$ cat config.mk
export PLATFORM = sky130hd
export DESIGN_NAME = playbus_cmd_input_flat
export DESIGN_NICKNAME = d
export VERILOG_FILES = /design/src/rtl/playbus_pkg.sv /design/src/rtl/playbus_cmd_input_if.sv /design/src/rtl/playbus_debounce.sv /design/src/rtl/playbus_cmd_input.sv /design/src/flat_wrapper.sv
export SDC_FILE = /design/constraint.sdc
export NUM_CORES = 1
export LEC_CHECK = 0
export ABC_AREA = 1
export ABC_CLOCK_PERIOD_IN_PS = 1400
export BUFFER_PORTS_ARGS = -buffer_cell sky130_fd_sc_hd__buf_4
export CORE_MARGIN = 1
export CORE_UTILIZATION = 51
export DETAILED_ROUTE_END_ITERATION = 7
export GPL_TIMING_DRIVEN = 0
export PLACE_DENSITY = 0.86
export SLEW_MARGIN = 30
export SYNTH_ARGS = -nofsm -noshare
export SYNTH_HDL_FRONTEND = slang
export SYNTH_SLANG_ARGS = --single-unit
$ cat constraint.sdc
create_clock -name clk -period 1.4 [get_ports clk]
set_input_delay 0.28 -clock clk [delete_from_list [all_inputs] [get_ports clk]]
set_output_delay 0.28 -clock clk [all_outputs]
set_load 0.03 [all_outputs]
$ cat src/rtl/playbus_pkg.sv
// Shared types and default widths for the PlayBus level 1 command path.
// The controller imports the same package so both sides agree on widths and function codes.
package playbus_pkg;

  localparam int DEF_DATA_W          = 4;
  localparam int DEF_ADDR_W          = 3;
  localparam int DEF_FUNC_W          = 3;
  localparam int DEF_DEBOUNCE_CYCLES = 4;

  typedef enum logic [2:0] {
    SW_TO_RAM    = 3'd0,
    SW_TO_BUS    = 3'd1,
    SW_TO_LED    = 3'd2,
    RAM_TO_BUS   = 3'd3,
    EPROM_TO_LED = 3'd4,
    EPROM_TO_RAM = 3'd5,
    RAM_TO_LED   = 3'd6,
    FUNC_SPARE   = 3'd7
  } func_t;

  typedef enum logic [1:0] {
    ST_IDLE         = 2'd0,
    ST_PENDING      = 2'd1,
    ST_WAIT_RELEASE = 2'd2
  } cmd_state_t;

endpackage

$ cat src/rtl/playbus_cmd_input_if.sv
// Command handshake between the input stage (master) and the controller (slave).
interface playbus_cmd_input_if import playbus_pkg::*; #(
  parameter int DATA_W = DEF_DATA_W,
  parameter int ADDR_W = DEF_ADDR_W,
  parameter int FUNC_W = DEF_FUNC_W
) ();

  logic              cmd_valid;
  logic              cmd_ready;
  logic [FUNC_W-1:0] cmd_func;
  logic [ADDR_W-1:0] cmd_addr;
  logic [DATA_W-1:0] cmd_data;
  logic              overrun;

  modport master (
    output cmd_valid, cmd_func, cmd_addr, cmd_data, overrun,
    input  cmd_ready
  );

  modport slave (
    input  cmd_valid, cmd_func, cmd_addr, cmd_data, overrun,
    output cmd_ready
  );

endinterface

$ cat src/rtl/playbus_debounce.sv
// Two-flop synchroniser and counter debouncer for the go push-button.
// press_o is a registered one-cycle pulse that lines up with db_btn_o rising.
module playbus_debounce #(
  parameter int DEBOUNCE_CYCLES = 4
) (
  input  logic clk,
  input  logic rst_n,
  input  logic btn_i,
  output logic db_btn_o,
  output logic press_o
);

  localparam int CNT_W = $clog2(DEBOUNCE_CYCLES);

  logic             meta_q;
  logic             sync_q;
  logic             db_q;
  logic             db_d;
  logic             press_q;
  logic             press_d;
  logic [CNT_W-1:0] cnt_q;
  logic [CNT_W-1:0] cnt_d;
  logic             differ_s;
  logic             expire_s;

  assign differ_s = sync_q ^ db_q;
  assign expire_s = differ_s && (cnt_q == CNT_W'(DEBOUNCE_CYCLES - 1));

  // Counter runs only while the synchronised level disagrees with the debounced one.
  always_comb begin
    cnt_d   = cnt_q;
    db_d    = db_q;
    press_d = 1'b0;
    if (!differ_s) begin
      cnt_d = {CNT_W{1'b0}};
    end else if (expire_s) begin
      cnt_d   = {CNT_W{1'b0}};
      db_d    = ~db_q;
      press_d = ~db_q;
    end else begin
      cnt_d = cnt_q + CNT_W'(1);
    end
  end

  // Synchroniser, debounced level, counter and press pulse registers.
  always_ff @(posedge clk or negedge rst_n) begin
    if (!rst_n) begin
      meta_q  <= 1'b0;
      sync_q  <= 1'b0;
      db_q    <= 1'b0;
      cnt_q   <= {CNT_W{1'b0}};
      press_q <= 1'b0;
    end else begin
      meta_q  <= btn_i;
      sync_q  <= meta_q;
      db_q    <= db_d;
      cnt_q   <= cnt_d;
      press_q <= press_d;
    end
  end

  assign db_btn_o = db_q;
  assign press_o  = press_q;

endmodule

$ cat src/rtl/playbus_cmd_input.sv
// PlayBus command front end: synchronises switches, debounces "go" and hands one
// command per clean press to the controller over a valid/ready handshake.
module playbus_cmd_input import playbus_pkg::*; #(
  parameter int DEBOUNCE_CYCLES = DEF_DEBOUNCE_CYCLES,
  parameter int DATA_W          = DEF_DATA_W,
  parameter int ADDR_W          = DEF_ADDR_W,
  parameter int FUNC_W          = DEF_FUNC_W
) (
  input  logic                clk,
  input  logic                n_reset,
  input  logic [DATA_W-1:0]   sw0,
  input  logic [ADDR_W-1:0]   sw1,
  input  logic [FUNC_W-1:0]   sw2,
  input  logic                go_btn,
  playbus_cmd_input_if.master cmd
);

  localparam int SW_W = DATA_W + ADDR_W + FUNC_W;

  logic [SW_W-1:0]   sw_meta_q;
  logic [SW_W-1:0]   sw_sync_q;
  logic              db_btn_s;
  logic              press_s;
  cmd_state_t        state_q;
  cmd_state_t        state_d;
  logic [FUNC_W-1:0] func_q;
  logic [FUNC_W-1:0] func_d;
  logic [ADDR_W-1:0] addr_q;
  logic [ADDR_W-1:0] addr_d;
  logic [DATA_W-1:0] data_q;
  logic [DATA_W-1:0] data_d;
  logic              valid_q;
  logic              valid_d;
  logic              overrun_q;
  logic              overrun_d;

  playbus_debounce #(
    .DEBOUNCE_CYCLES(DEBOUNCE_CYCLES)
  ) u_debounce (
    .clk      (clk),
    .rst_n    (n_reset),
    .btn_i    (go_btn),
    .db_btn_o (db_btn_s),
    .press_o  (press_s)
  );

  // Switches are only synchronised; the operator keeps them steady around a press.
  always_ff @(posedge clk or negedge n_reset) begin
    if (!n_reset) begin
      sw_meta_q <= {SW_W{1'b0}};
      sw_sync_q <= {SW_W{1'b0}};
    end else begin
      sw_meta_q <= {sw2, sw1, sw0};
      sw_sync_q <= sw_meta_q;
    end
  end

  // Next-state: acceptance beats a coincident press, which is only flagged as overrun.
  always_comb begin
    state_d   = state_q;
    func_d    = func_q;
    addr_d    = addr_q;
    data_d    = data_q;
    overrun_d = overrun_q;
    valid_d   = 1'b0;
    case (state_q)
      ST_IDLE: begin
        if (press_s) begin
          state_d = ST_PENDING;
          data_d  = sw_sync_q[DATA_W-1:0];
          addr_d  = sw_sync_q[DATA_W +: ADDR_W];
          func_d  = sw_sync_q[DATA_W+ADDR_W +: FUNC_W];
        end else begin
          state_d = ST_IDLE;
        end
      end
      ST_PENDING: begin
        if (cmd.cmd_ready) begin
          if (press_s) begin
            overrun_d = 1'b1;
            state_d   = ST_IDLE;
          end else if (db_btn_s) begin
            state_d = ST_WAIT_RELEASE;
          end else begin
            state_d = ST_IDLE;
          end
        end else if (press_s) begin
          overrun_d = 1'b1;
        end else begin
          state_d = ST_PENDING;
        end
      end
      ST_WAIT_RELEASE: begin
        if (!db_btn_s) begin
          state_d = ST_IDLE;
        end else begin
          state_d = ST_WAIT_RELEASE;
        end
      end
      default: begin
        state_d = ST_IDLE;
      end
    endcase
    valid_d = (state_d == ST_PENDING);
  end

  // FSM state and registered command outputs.
  always_ff @(posedge clk or negedge n_reset) begin
    if (!n_reset) begin
      state_q   <= ST_IDLE;
      func_q    <= {FUNC_W{1'b0}};
      addr_q    <= {ADDR_W{1'b0}};
      data_q    <= {DATA_W{1'b0}};
      valid_q   <= 1'b0;
      overrun_q <= 1'b0;
    end else begin
      state_q   <= state_d;
      func_q    <= func_d;
      addr_q    <= addr_d;
      data_q    <= data_d;
      valid_q   <= valid_d;
      overrun_q <= overrun_d;
    end
  end

  assign cmd.cmd_valid = valid_q;
  assign cmd.cmd_func  = func_q;
  assign cmd.cmd_addr  = addr_q;
  assign cmd.cmd_data  = data_q;
  assign cmd.overrun   = overrun_q;

endmodule
$ cat src/flat_wrapper.sv
// flat-port wrapper written by rule: the top's interface ports become plain ports
module playbus_cmd_input_flat import playbus_pkg::*;
#(
  parameter int DEBOUNCE_CYCLES = DEF_DEBOUNCE_CYCLES,
  parameter int DATA_W          = DEF_DATA_W,
  parameter int ADDR_W          = DEF_ADDR_W,
  parameter int FUNC_W          = DEF_FUNC_W
)
  (clk, n_reset, sw0, sw1, sw2, go_btn, cmd_cmd_valid, cmd_cmd_func, cmd_cmd_addr, cmd_cmd_data, cmd_overrun, cmd_cmd_ready);
  playbus_cmd_input_if #(.DATA_W(DATA_W), .ADDR_W(ADDR_W), .FUNC_W(FUNC_W)) cmd_i ();
  input  logic clk;
  input  logic n_reset;
  input  logic [DATA_W-1:0] sw0;
  input  logic [ADDR_W-1:0] sw1;
  input  logic [FUNC_W-1:0] sw2;
  input  logic go_btn;
  output wire logic [$bits(cmd_i.cmd_valid)-1:0] cmd_cmd_valid;
  output wire logic [$bits(cmd_i.cmd_func)-1:0] cmd_cmd_func;
  output wire logic [$bits(cmd_i.cmd_addr)-1:0] cmd_cmd_addr;
  output wire logic [$bits(cmd_i.cmd_data)-1:0] cmd_cmd_data;
  output wire logic [$bits(cmd_i.overrun)-1:0] cmd_overrun;
  input wire logic [$bits(cmd_i.cmd_ready)-1:0] cmd_cmd_ready;
  assign cmd_cmd_valid = cmd_i.cmd_valid;
  assign cmd_cmd_func = cmd_i.cmd_func;
  assign cmd_cmd_addr = cmd_i.cmd_addr;
  assign cmd_cmd_data = cmd_i.cmd_data;
  assign cmd_overrun = cmd_i.overrun;
  assign cmd_i.cmd_ready = cmd_cmd_ready;
  playbus_cmd_input #(.DEBOUNCE_CYCLES(DEBOUNCE_CYCLES), .DATA_W(DATA_W), .ADDR_W(ADDR_W), .FUNC_W(FUNC_W)) u_core (.clk(clk), .n_reset(n_reset), .sw0(sw0), .sw1(sw1), .sw2(sw2), .go_btn(go_btn), .cmd(cmd_i));
endmodule
# Word-level counts from Yosys, hierarchy flattened

Cells that the tools add are included.

Add/sub/neg operators: 1
Bitwise operators: 2
Muxes and demuxes: 10
Reductions and logical operators: 5
Equality and inequality tests: 4

Operators by type and width:

| operator              | number |
|---|---|
| $mux W2               | 6 |
| $pmux W2 S3           | 1 |
| $reduce_and A2 Y1     | 3 |
| $eq A2 B1 Y1 const B  | 2 |
| $eq A2 B2 Y1 const B  | 2 |
| $mux W1               | 3 |
| $add A2 B1 Y2 const B | 1 |
| $logic_not A2 Y1      | 1 |
| $logic_and A1 B1 Y1   | 1 |
| $not A1 Y1            | 1 |
| $xor A1 B1 Y1         | 1 |

Output and inout bits: 12
Input port bits: 14
Register bits after elaboration: 40
Word-level logic and storage cells: 35

# Longest topological paths before layout

Gate-level depths: netlist of the first run.

Depth after elaboration: 5
Gate-level depth with buffers: 5
Mapped depth without buffers: 5

# Hierarchy

A second synthesis of the first run with hierarchy kept.

Cell total of the unflattened synthesis: 102
Area, all modules: 1283.7 um^2

By module, submodules not included:

| module            | cells each | sequential area each (um^2) | instances | area each (um^2) |
|---|---|---|---|---|
| playbus_cmd_input | 83         | 850.8                       | 1         | 1072.3 |
| playbus_debounce  | 19         | 150.1                       | 1         | 211.5 |

# Worst setup path before layout of the first run

Ideal clock, no wire load.

Kind: reg2reg
Start: register u_core.u_debounce.cnt_q[0]
End: register u_core.u_debounce.cnt_q[0]
Buffers on the path: 0
Period minus slack after synthesis: 997 ps
Required time: 1329 ps
Library setup time: 71 ps
Slack: 403 ps
Arrival time: 926 ps
Stages on the path, launching flop included: 4
Cell sequence: dfrtp_1 -> ha_1 -> or2_2 -> nor2_1

Longest elaborated chain between the ends: 4
Elaborated cells between the ends (all ways): 5
Classes of those cells: add/sub: 1; eq/ne: 1; mux: 2; reduce/logical: 1

RTL lines:

| what                                                                  | line                   | text |
|---|---|---|
| start, declared                                                       | playbus_debounce.sv:21 | `logic [CNT_W-1:0] cnt_q;` |
| start signal, assigned                                                | playbus_debounce.sv:51 | `cnt_q <= {CNT_W{1'b0}};` |
| start signal, assigned                                                | playbus_debounce.sv:57 | `cnt_q <= cnt_d;` |
| parallel branches: the longest is 2 deep, another holds $add A2 B1 Y2 | n/a                    |  |
| $mux W2 *                                                             | playbus_debounce.sv:36 | `end else if (expire_s) begin` |
| $mux W2 *                                                             | playbus_debounce.sv:34 | `if (!differ_s) begin` |
| net u_core.u_debounce.cnt_d[0]                                        | playbus_debounce.sv:22 | `logic [CNT_W-1:0] cnt_d;` |

Mark *: on every way through the listed nets, which the timed path passes.
A chain may end at the register's enable or synchronous reset.

# Worst setup path in the final report of the first run

Start: register u_core.addr_q[1], in the netlist u_core.cmd.cmd_addr[1]
End: output port cmd_cmd_addr[1]

RTL lines:

| what                   | line                     | text |
|---|---|---|
| start, declared        | playbus_cmd_input.sv:28  | `logic [ADDR_W-1:0] addr_q;` |
| start signal, assigned | playbus_cmd_input.sv:112 | `addr_q <= {ADDR_W{1'b0}};` |
| start signal, assigned | playbus_cmd_input.sv:119 | `addr_q <= addr_d;` |
| end, declared          | flat_wrapper.sv:19       | `output wire logic [$bits(cmd_i.cmd_addr)-1:0] cmd_cmd_addr;` |

No word-level cell between the ends.

==> metrics.txt, run 1 <==
# TYPE chip_impl_metric gauge
chip_impl_metric{name="gp_congestion",unit=""} 0.749
chip_impl_metric{name="number_of_cts_inserted_buffers",unit=""} 5
chip_impl_info{name="cpLargestDelayFamily",value="flip-flops"} 1
chip_impl_metric{name="top_level_ports",unit=""} 26
chip_impl_info{name="layout_common_cells",value="dfrtp_1 (40), nand2_1 (27), buf_4 (26), nand3_1 (13)"} 1
chip_impl_metric{name="yosysTopAreaCellShare",unit="%"} 78.4
chip_impl_info{name="clk_root_buffer_cell",value="clkbuf_4"} 1
chip_impl_metric{name="num_rows",unit=""} 17
chip_impl_metric{name="vias",unit=""} 772
chip_impl_metric{name="areaGrowthSynthToFinish",unit="%"} 24.5
chip_impl_metric{name="worst_clock_skew",unit="ns"} 0.00562
chip_impl_info{name="synthTopCellsByArea",value="dfrtp_1 (78%), nand2_1 (7.9%), nand3_1 (5.1%), inv_1 (1.5%), nor2_1 (1.2%)"} 1
chip_impl_metric{name="cts_buffer_depth",unit=""} 2
chip_impl_metric{name="grt_max_degree",unit=""} 41
chip_impl_info{name="synthDominantAreaCellType",value="dfrtp_1"} 1
chip_impl_metric{name="ir_drop",unit="µV"} 1170
chip_impl_info{name="type_of_the_tightest_min_delay_check",value="in2reg"} 1
chip_impl_metric{name="synth_nets",unit=""} 114
chip_impl_info{name="startpoint",value="u_core.cmd.cmd_addr[1]"} 1
chip_impl_metric{name="die_height",unit="µm"} 52.1
chip_impl_info{name="final_common_cell",value="dfrtp_1"} 1
chip_impl_metric{name="worst_pin_slew",unit="ns"} 0.465
chip_impl_metric{name="worst-path-max-fanout",unit=""} 2
chip_impl_info{name="slowest_stage",value="dfrtp_1"} 1
chip_impl_metric{name="drt-wirelength-per-cell",unit="µm"} 11.9
chip_impl_metric{name="clkSlewWorstSetupHoldPaths",unit="ns"} 0.11
chip_impl_metric{name="initial_antenna_violation_count",unit=""} 0
chip_impl_info{name="critical_path.cell_chain",value="buf_4"} 1
chip_impl_metric{name="tritoncts_num_sinks",unit=""} 40
chip_impl_metric{name="worst_skew_pair.late_latency",unit="ns"} 0.32
chip_impl_metric{name="initial_utilization",unit="%"} 56.1
chip_impl_info{name="min_to",value="u_core.sw_meta_q[2]"} 1
chip_impl_info{name="tritoncts_clock_tree",value="built"} 1
chip_impl_metric{name="min_tclk_post_route",unit="ns"} 1.18
chip_impl_metric{name="layout_setup_ws",unit="ns"} 0.220
chip_impl_info{name="path_class",value="reg2out"} 1
chip_impl_metric{name="design_power_total",unit="mW"} 3.14
chip_impl_metric{name="syn_area",unit="mm²"} 0.00128
chip_impl_metric{name="netlist_instances",unit=""} 99
chip_impl_info{name="crit-reg2reg-launch",value="u_core.u_debounce.cnt_q[0]"} 1
chip_impl_metric{name="avgViaCountPerCell",unit=""} 4.80
chip_impl_metric{name="wire_length_of_the_first_global_routing_pass",unit="mm"} 3.19
chip_impl_metric{name="finalHoldViolCount",unit=""} 0
chip_impl_info{name="run_status",value="finished clean"} 1
chip_impl_metric{name="timing.final.setup_violations",unit=""} 0
chip_impl_metric{name="worst_slew_margin_rel",unit="%"} 69.0
chip_impl_metric{name="worst-endpoint-arrival",unit="ns"} 0.90
chip_impl_metric{name="drtAntennaViolNets",unit=""} 0
chip_impl_info{name="min_from",value="sw0[2]"} 1
chip_impl_metric{name="worst_r2r_path_depth",unit=""} 3
chip_impl_metric{name="antennaDiodeCount",unit=""} 0
chip_impl_metric{name="r2r_slack",unit="ns"} 0.32
chip_impl_metric{name="cp.required",unit="ns"} 1.12
chip_impl_metric{name="synth.avg_cell_area",unit="µm²"} 12.9
chip_impl_metric{name="hpwl",unit="mm"} 1.36
chip_impl_metric{name="route.detailed.drc",unit=""} 0
chip_impl_metric{name="routed_wl",unit="mm"} 1.91
chip_impl_metric{name="static-leakage-power",unit="nW"} 0.849
chip_impl_metric{name="die_x",unit="µm"} 52.1
chip_impl_metric{name="gates_resized_cts_repair",unit=""} 0
chip_impl_metric{name="ys_seq_area_share",unit="%"} 78.4
chip_impl_info{name="r2r-end",value="u_core.u_debounce.cnt_q[0]"} 1
chip_impl_metric{name="number_of_buffers_and_inverters_on_the_critical_path",unit=""} 1
chip_impl_metric{name="port-buffer-count",unit=""} 25
chip_impl_info{name="start_kind",value="flop"} 1
chip_impl_metric{name="cellPowerDensity",unit="mW/mm²"} 1980
chip_impl_metric{name="crit_path_max_incr_delay",unit="ns"} 0.40
chip_impl_metric{name="overflow",unit=""} 0
chip_impl_metric{name="final_layout_size_suffix_gt1_share",unit="%"} 29.3
chip_impl_metric{name="grt_pass1_vias",unit=""} 753
chip_impl_metric{name="global_route.usage.total",unit="%"} 16.9
chip_impl_metric{name="drt_first_iter_violations",unit=""} 10
chip_impl_metric{name="place_worst_setup_slack",unit="ns"} 0.331
chip_impl_metric{name="post-route-period-util",unit="%"} 84.3
chip_impl_info{name="grt_setup_unrepaired",value="false"} 1
chip_impl_metric{name="fp.dieArea",unit="mm²"} 0.00271
chip_impl_metric{name="max_slew_violations",unit=""} 0
chip_impl_metric{name="layout.nets",unit=""} 147
chip_impl_info{name="worstSetupEndpointType",value="output pin"} 1
chip_impl_metric{name="yosys_register_bits",unit=""} 40
chip_impl_metric{name="final.setup.tns",unit="ns"} 0
chip_impl_metric{name="hold_depth",unit=""} 1
chip_impl_metric{name="synth.yosys.warnings",unit=""} 0
chip_impl_metric{name="max_cap_violations",unit=""} 0
chip_impl_metric{name="timing.fmax",unit="GHz"} 0.848
chip_impl_metric{name="first_drt_pass_iteration_count",unit=""} 5
chip_impl_metric{name="synth_cell_type_count",unit=""} 15
chip_impl_metric{name="cts.htree.levels",unit=""} 2
chip_impl_metric{name="core_region_area",unit="mm²"} 0.00228
[where the power goes]
part           internal, mW  switching, mW  leakage (nW)  total, mW
clock network         0.372          0.342        0.0412      0.714
registers              1.38          0.131         0.492       1.51
logic                 0.341          0.579         0.315      0.920
[worst max-delay path by stage]
stage                            endpoint  slack (ns)  cells after the start
2_1_floorplan  u_core.u_debounce.cnt_q[0]        0.40                      3
3_3_place_gp   u_core.u_debounce.cnt_q[0]        0.38                      3
3_5_place_dp   u_core.u_debounce.cnt_q[0]        0.33                      3
4_1_cts                   cmd_cmd_addr[0]        0.21                      1
5_1_grt                   cmd_cmd_func[0]        0.17                      1
6_report                  cmd_cmd_addr[1]        0.22                      1
[sequential cells by signal, summed over array words and instances, names as in the netlist]
| name | flops |
|---|---|
| u_core.sw_meta_q | 10 |
| u_core.sw_sync_q | 10 |
| u_core.cmd.cmd_data | 4 |
| u_core.cmd.cmd_addr | 3 |
| u_core.cmd.cmd_func | 3 |
| u_core.state_q | 2 |
| u_core.u_debounce.cnt_q | 2 |
| u_core.cmd.cmd_valid | 1 |
| u_core.cmd.overrun | 1 |
| u_core.u_debounce.db_btn_o | 1 |
| u_core.u_debounce.meta_q | 1 |
| u_core.u_debounce.press_o | 1 |
| u_core.u_debounce.sync_q | 1 |
[Yosys cell counts]
cell     count
ha_1         1
buf_2        1
xnor2_1      1
or2_2        1
nor2_2       1
dfrtp_1     40
o21ai_0      1
buf_4        1
nand2_2      1
nor2_1       4
inv_1        5
a21o_1       1
nand3_1     13
nand2_1     27
buf_6        1
[timing repair]
action | CTS | global route
hold buffers | 1 | 0
setup buffers | 0 | 0
hold endpoints to repair | 40 | 0
endpoints found under the setup margin | 0 | 0
[cells by family (layout without fill, tap and decap cells)]
group | after synthesis | after routing | share of synthesized area (%)
AND/OR/NAND/NOR | 47 | 47 | 15.7
AO/OA/AOI/OAI | 2 | 2 | 0.979
flip-flops | 40 | 40 | 78.4
XOR/XNOR | 1 | 1 | 0.686
buffers and inverters | 8 | 42 | 3.33
adder cells (fa/ha/maj) | 1 | 1 | 0.979
[through the flow]
step	hold WS (ns)	cells	util (%)	cell area [µm²]
finish	0.0520	161	69.9	1590
global route	0.0186	161	69.9	1590
CTS	0.0394	161	69.9	1590
detailed placement	0.266	152	65.9	1500
global placement	0.256	152	65.9	1500
floorplan	-0.0156	99	-	1280
[routing by layer]
metal | up-vias | wire (µm) | track usage [%]
met4 | 0 | 0 | 5.41
met1 | 374 | 807 | 20.8
met5 | - | 0 | 0
li1 | 374 | - | -
met2 | 24 | 1000 | 27.6
met3 | 0 | 100 | 6.43
[cell type report]
cell class,count,area [µm²]
Clock inverter,3,42.5
Tap cell,28,35.0
Multi-Input combinational cell,51,234
Fill cell,148,686
Clock buffer,5,37.5
Buffer,3,23.8
Inverter,5,18.8
Sequential cell,40,1000
Timing Repair Buffer,26,198
Note: power is estimated with default switching activity, not from simulation.
==> run 2: changes to the inputs <==
--- a/config.mk
+++ b/config.mk
@@ -5,14 +5,14 @@
 export SDC_FILE = /design/constraint.sdc
 export NUM_CORES = 1
 export LEC_CHECK = 0
-export ABC_AREA = 1
-export ABC_CLOCK_PERIOD_IN_PS = 1400
+export ABC_AREA = 0
+export ABC_CLOCK_PERIOD_IN_PS = 1050
 export BUFFER_PORTS_ARGS = -buffer_cell sky130_fd_sc_hd__buf_4
 export CORE_MARGIN = 1
-export CORE_UTILIZATION = 51
+export CORE_UTILIZATION = 46
 export DETAILED_ROUTE_END_ITERATION = 7
 export GPL_TIMING_DRIVEN = 0
-export PLACE_DENSITY = 0.86
+export PLACE_DENSITY = 0.82
 export SLEW_MARGIN = 30
 export SYNTH_ARGS = -nofsm -noshare
 export SYNTH_HDL_FRONTEND = slang
==> constraint.sdc (replaced) <==
create_clock -name clk -period 1.05 [get_ports clk]
set_input_delay 0.21 -clock clk [delete_from_list [all_inputs] [get_ports clk]]
set_output_delay 0.21 -clock clk [all_outputs]
set_load 0.03 [all_outputs]
==> run 2 against run 1 <==
  * The flow now finishes with violations (negative setup slack)
  * Synthesized cell count fell by 31%
  * Register-to-register slack worse by 0.57 ns
  * Worst setup slack got worse by 0.47 ns
  * Area after synthesis is the same
  * Highest routed layer is now met4
==> metrics.txt, run 2 <==
# TYPE chip_impl_metric gauge
chip_impl_metric{name="dp_cells",unit=""} 123
chip_impl_metric{name="synth_simple_gate_area_share",unit="%"} 4.11
chip_impl_metric{name="worst-endpoint-arrival",unit="ns"} 1.52
chip_impl_info{name="final_common_cell",value="dfrtp_1"} 1
chip_impl_metric{name="syn_area",unit="mm²"} 0.00128
chip_impl_metric{name="drt_first_iter_violations",unit=""} 14
chip_impl_metric{name="fp.dieArea",unit="mm²"} 0.00299
chip_impl_info{name="clk_root_buffer_cell",value="clkbuf_4"} 1
chip_impl_metric{name="fillCellCount",unit=""} 155
chip_impl_metric{name="areaGrowthSynthToFinish",unit="%"} 47.5
chip_impl_metric{name="yosys_register_bits",unit=""} 40
chip_impl_metric{name="initial_antenna_violation_count",unit=""} 0
chip_impl_metric{name="number_of_cts_inserted_buffers",unit=""} 5
chip_impl_metric{name="post_route_non_filler_standard_cell_count",unit=""} 160
chip_impl_metric{name="whs",unit="ns"} 0.0526
chip_impl_metric{name="worst_pin_slew",unit="ns"} 0.478
chip_impl_metric{name="fraction_of_the_mapped_netlist_area_in_adder_cells",unit="%"} 0.979
chip_impl_metric{name="finalHoldViolCount",unit=""} 0
chip_impl_info{name="dominantRegCellSynth",value="dfrtp_1"} 1
chip_impl_metric{name="synth.avg_cell_area",unit="µm²"} 18.8
chip_impl_metric{name="synth_mux_area_share",unit="%"} 11.8
chip_impl_metric{name="cts.htree.levels",unit=""} 2
chip_impl_metric{name="static-leakage-power",unit="nW"} 0.912
chip_impl_metric{name="synth_edf_count",unit=""} 0
chip_impl_info{name="path_class",value="reg2reg"} 1
chip_impl_metric{name="final_layout_size_suffix_gt1_share",unit="%"} 49.2
chip_impl_metric{name="design_power_total",unit="mW"} 4.99
chip_impl_info{name="failed_checks",value="negative setup slack"} 1
chip_impl_metric{name="min_tclk_post_route",unit="ns"} 1.30
chip_impl_metric{name="clkSlewWorstSetupHoldPaths",unit="ns"} 0.12
chip_impl_metric{name="cellPowerDensity",unit="mW/mm²"} 2650
chip_impl_metric{name="port-buffer-count",unit=""} 25
chip_impl_metric{name="routed_wl",unit="mm"} 2.38
chip_impl_metric{name="max_slew_violations",unit=""} 0
chip_impl_metric{name="synthXorXnorAreaFrac",unit="%"} 0.686
chip_impl_metric{name="route.detailed.drc",unit=""} 0
chip_impl_metric{name="top_level_ports",unit=""} 26
chip_impl_metric{name="initial_utilization",unit="%"} 50.2
chip_impl_metric{name="placed_area",unit="mm²"} 0.00150
chip_impl_info{name="start_kind",value="flop"} 1
chip_impl_metric{name="final.setup.tns",unit="ns"} -2.94
chip_impl_metric{name="timing.fmax",unit="GHz"} 0.769
chip_impl_info{name="busiest_layer",value="met2"} 1
chip_impl_metric{name="layout_setup_ws",unit="ns"} -0.250
chip_impl_metric{name="synth.yosys.warnings",unit=""} 0
chip_impl_metric{name="multi_input_area",unit="µm²"} 264
chip_impl_metric{name="synth_cell_type_count",unit=""} 17
chip_impl_info{name="synthTopCellsByArea",value="dfrtp_1 (78%), mux2_4 (12%), a211oi_1 (1.2%), ha_1 (0.98%), nor3b_2 (0.98%)"} 1
chip_impl_metric{name="first_drt_pass_iteration_count",unit=""} 4
chip_impl_info{name="worstSetupEndpointType",value="flop"} 1
chip_impl_metric{name="stdcell_area",unit="mm²"} 0.00188
chip_impl_info{name="type_of_the_tightest_min_delay_check",value="in2reg"} 1
chip_impl_metric{name="max_cap_violations",unit=""} 0
chip_impl_metric{name="antennaDiodeCount",unit=""} 0
chip_impl_info{name="tritoncts_clock_tree",value="built"} 1
chip_impl_metric{name="ys_seq_area_share",unit="%"} 78.4
chip_impl_metric{name="netlist_instances",unit=""} 68
chip_impl_metric{name="worst_clock_skew",unit="ns"} 0.0153
chip_impl_metric{name="die_height",unit="µm"} 54.7
chip_impl_metric{name="hpwl",unit="mm"} 1.25
chip_impl_info{name="run_status",value="finished, violations left"} 1
chip_impl_info{name="yosys.cell_count.top_type",value="dfrtp_1"} 1
chip_impl_metric{name="ir_drop",unit="µV"} 1830
chip_impl_metric{name="worst_slew_margin_rel",unit="%"} 68.1
chip_impl_info{name="grt_setup_unrepaired",value="true"} 1
chip_impl_metric{name="synth_nets",unit=""} 83
chip_impl_metric{name="cp.required",unit="ns"} 1.27
chip_impl_metric{name="core_region_area",unit="mm²"} 0.00254
chip_impl_metric{name="global_route.usage.total",unit="%"} 18.1
chip_impl_metric{name="post-route-period-util",unit="%"} 124
chip_impl_metric{name="met2_usage",unit="%"} 30.1
chip_impl_metric{name="wire_length_of_the_first_global_routing_pass",unit="mm"} 3.33
chip_impl_metric{name="tritoncts_num_sinks",unit=""} 40
chip_impl_metric{name="grt_max_degree",unit=""} 41
chip_impl_metric{name="worst-path-max-fanout",unit=""} 5
chip_impl_metric{name="layout.area.seq",unit="mm²"} 0.00100
chip_impl_metric{name="synth-compound-area-share",unit="%"} 2.64
chip_impl_metric{name="worst_skew_pair.late_latency",unit="ns"} 0.33
chip_impl_metric{name="avgViaCountPerCell",unit=""} 4.59
chip_impl_metric{name="layout.nets",unit=""} 144
chip_impl_metric{name="met3_usage",unit="%"} 8.33
chip_impl_metric{name="num_rows",unit=""} 18
chip_impl_metric{name="finalCoreUtilization",unit="%"} 74.0
chip_impl_metric{name="gp_congestion",unit=""} 0.588
chip_impl_metric{name="drt-wirelength-per-cell",unit="µm"} 14.9
chip_impl_metric{name="grt_pass1_vias",unit=""} 724
chip_impl_metric{name="use_met1",unit="%"} 19.6
chip_impl_metric{name="timing.final.setup_violations",unit=""} 22
chip_impl_metric{name="cts_buffer_depth",unit=""} 2
chip_impl_metric{name="r2r_slack",unit="ns"} -0.25
chip_impl_info{name="combinational_family_with_the_most_area_after_synthesis",value="multiplexers"} 1
chip_impl_info{name="layout_common_cells",value="dfrtp_1 (38), buf_4 (29), buf_6 (14), dlygate4sd3_1 (12), mux2_4 (10)"} 1
chip_impl_info{name="post_synth_top_cells",value="dfrtp_1 (40), mux2_4 (10), a211oi_1 (2), inv_1 (2), nor2_1 (2)"} 1
chip_impl_info{name="synthDominantAreaCellType",value="dfrtp_1"} 1
chip_impl_metric{name="async_reset_ff_share",unit="%"} 100
chip_impl_metric{name="vias",unit=""} 735
chip_impl_metric{name="die_x",unit="µm"} 54.7
chip_impl_metric{name="overflow",unit=""} 0
chip_impl_metric{name="drtAntennaViolNets",unit=""} 0
chip_impl_metric{name="yosysTopAreaCellShare",unit="%"} 78.4
chip_impl_metric{name="place_worst_setup_slack",unit="ns"} -0.260
## run 2: changes by cell type in the layout (fill, tap and decap cells not counted), moves of 3 or more
cell           change
nand2_1           -26
buf_6             +13
nand3_1           -13
dlygate4sd3_1     +11
mux2_4            +10
buf_4              +3
inv_1              -3
## run 2: layout make-up
type                    instances  area share (%)
plain buffers                   1           0.598
clock buffers                   6            2.19
clock inverters                 2            1.86
inverters                       2           0.398
multi-input cells              25            14.0
flip-flops and latches         40            53.3
well taps                      30            1.99
repair buffers                 54            25.7
## run 2: worst max-delay path: stages, from the launching register on
cell and delay [ns]:
dfrtp_2 0.46, nor3b_4 0.25, buf_6 0.18, mux2_4 0.30
## run 2: final timing paths
path,cells past startpoint,end,from
setup / recovery,3,u_core.cmd.cmd_func[2],u_core.state_q[0]
hold / removal,2,u_core.cmd.cmd_valid,cmd_cmd_ready
setup reg to reg,3,u_core.cmd.cmd_func[2],u_core.state_q[0]
hold reg to reg,0,u_core.sw_sync_q[7],u_core.sw_meta_q[7]
max in group asynchronous,2,u_core.state_q[0],n_reset
min in group asynchronous,2,u_core.sw_sync_q[3],n_reset
## run 2: kinds of logic after synthesis
group                    count (synthesis)
buffers and inverters                    3
AO/OA/AOI/OAI                            5
flip-flops                              40
multiplexers                            10
AND/OR/NAND/NOR                          8
XOR/XNOR                                 1
adder cells (fa/ha/maj)                  1
## run 2: per-layer routing
layer | share of wire, % | vias to the layer above
met4 | 0.42 | 0
li1 | - | 351
met5 | 0 | -
met1 | 40 | 368
met3 | 2.8 | 2
met2 | 56 | 14
## run 2: power by group
part           leakage (nW)  switching, mW  internal (mW)
sequential            0.486          0.233           1.87
clock                0.0422          0.476          0.500
combinational         0.384          0.825           1.09
## run 2: timing repair
action,in CTS,in global routing
gates resized for setup,17,0
gates cloned,1,0
hold buffers,12,0
pin swaps,1,1
setup buffers,9,7
hold endpoints to repair,51,0
setup endpoints to repair,22,22
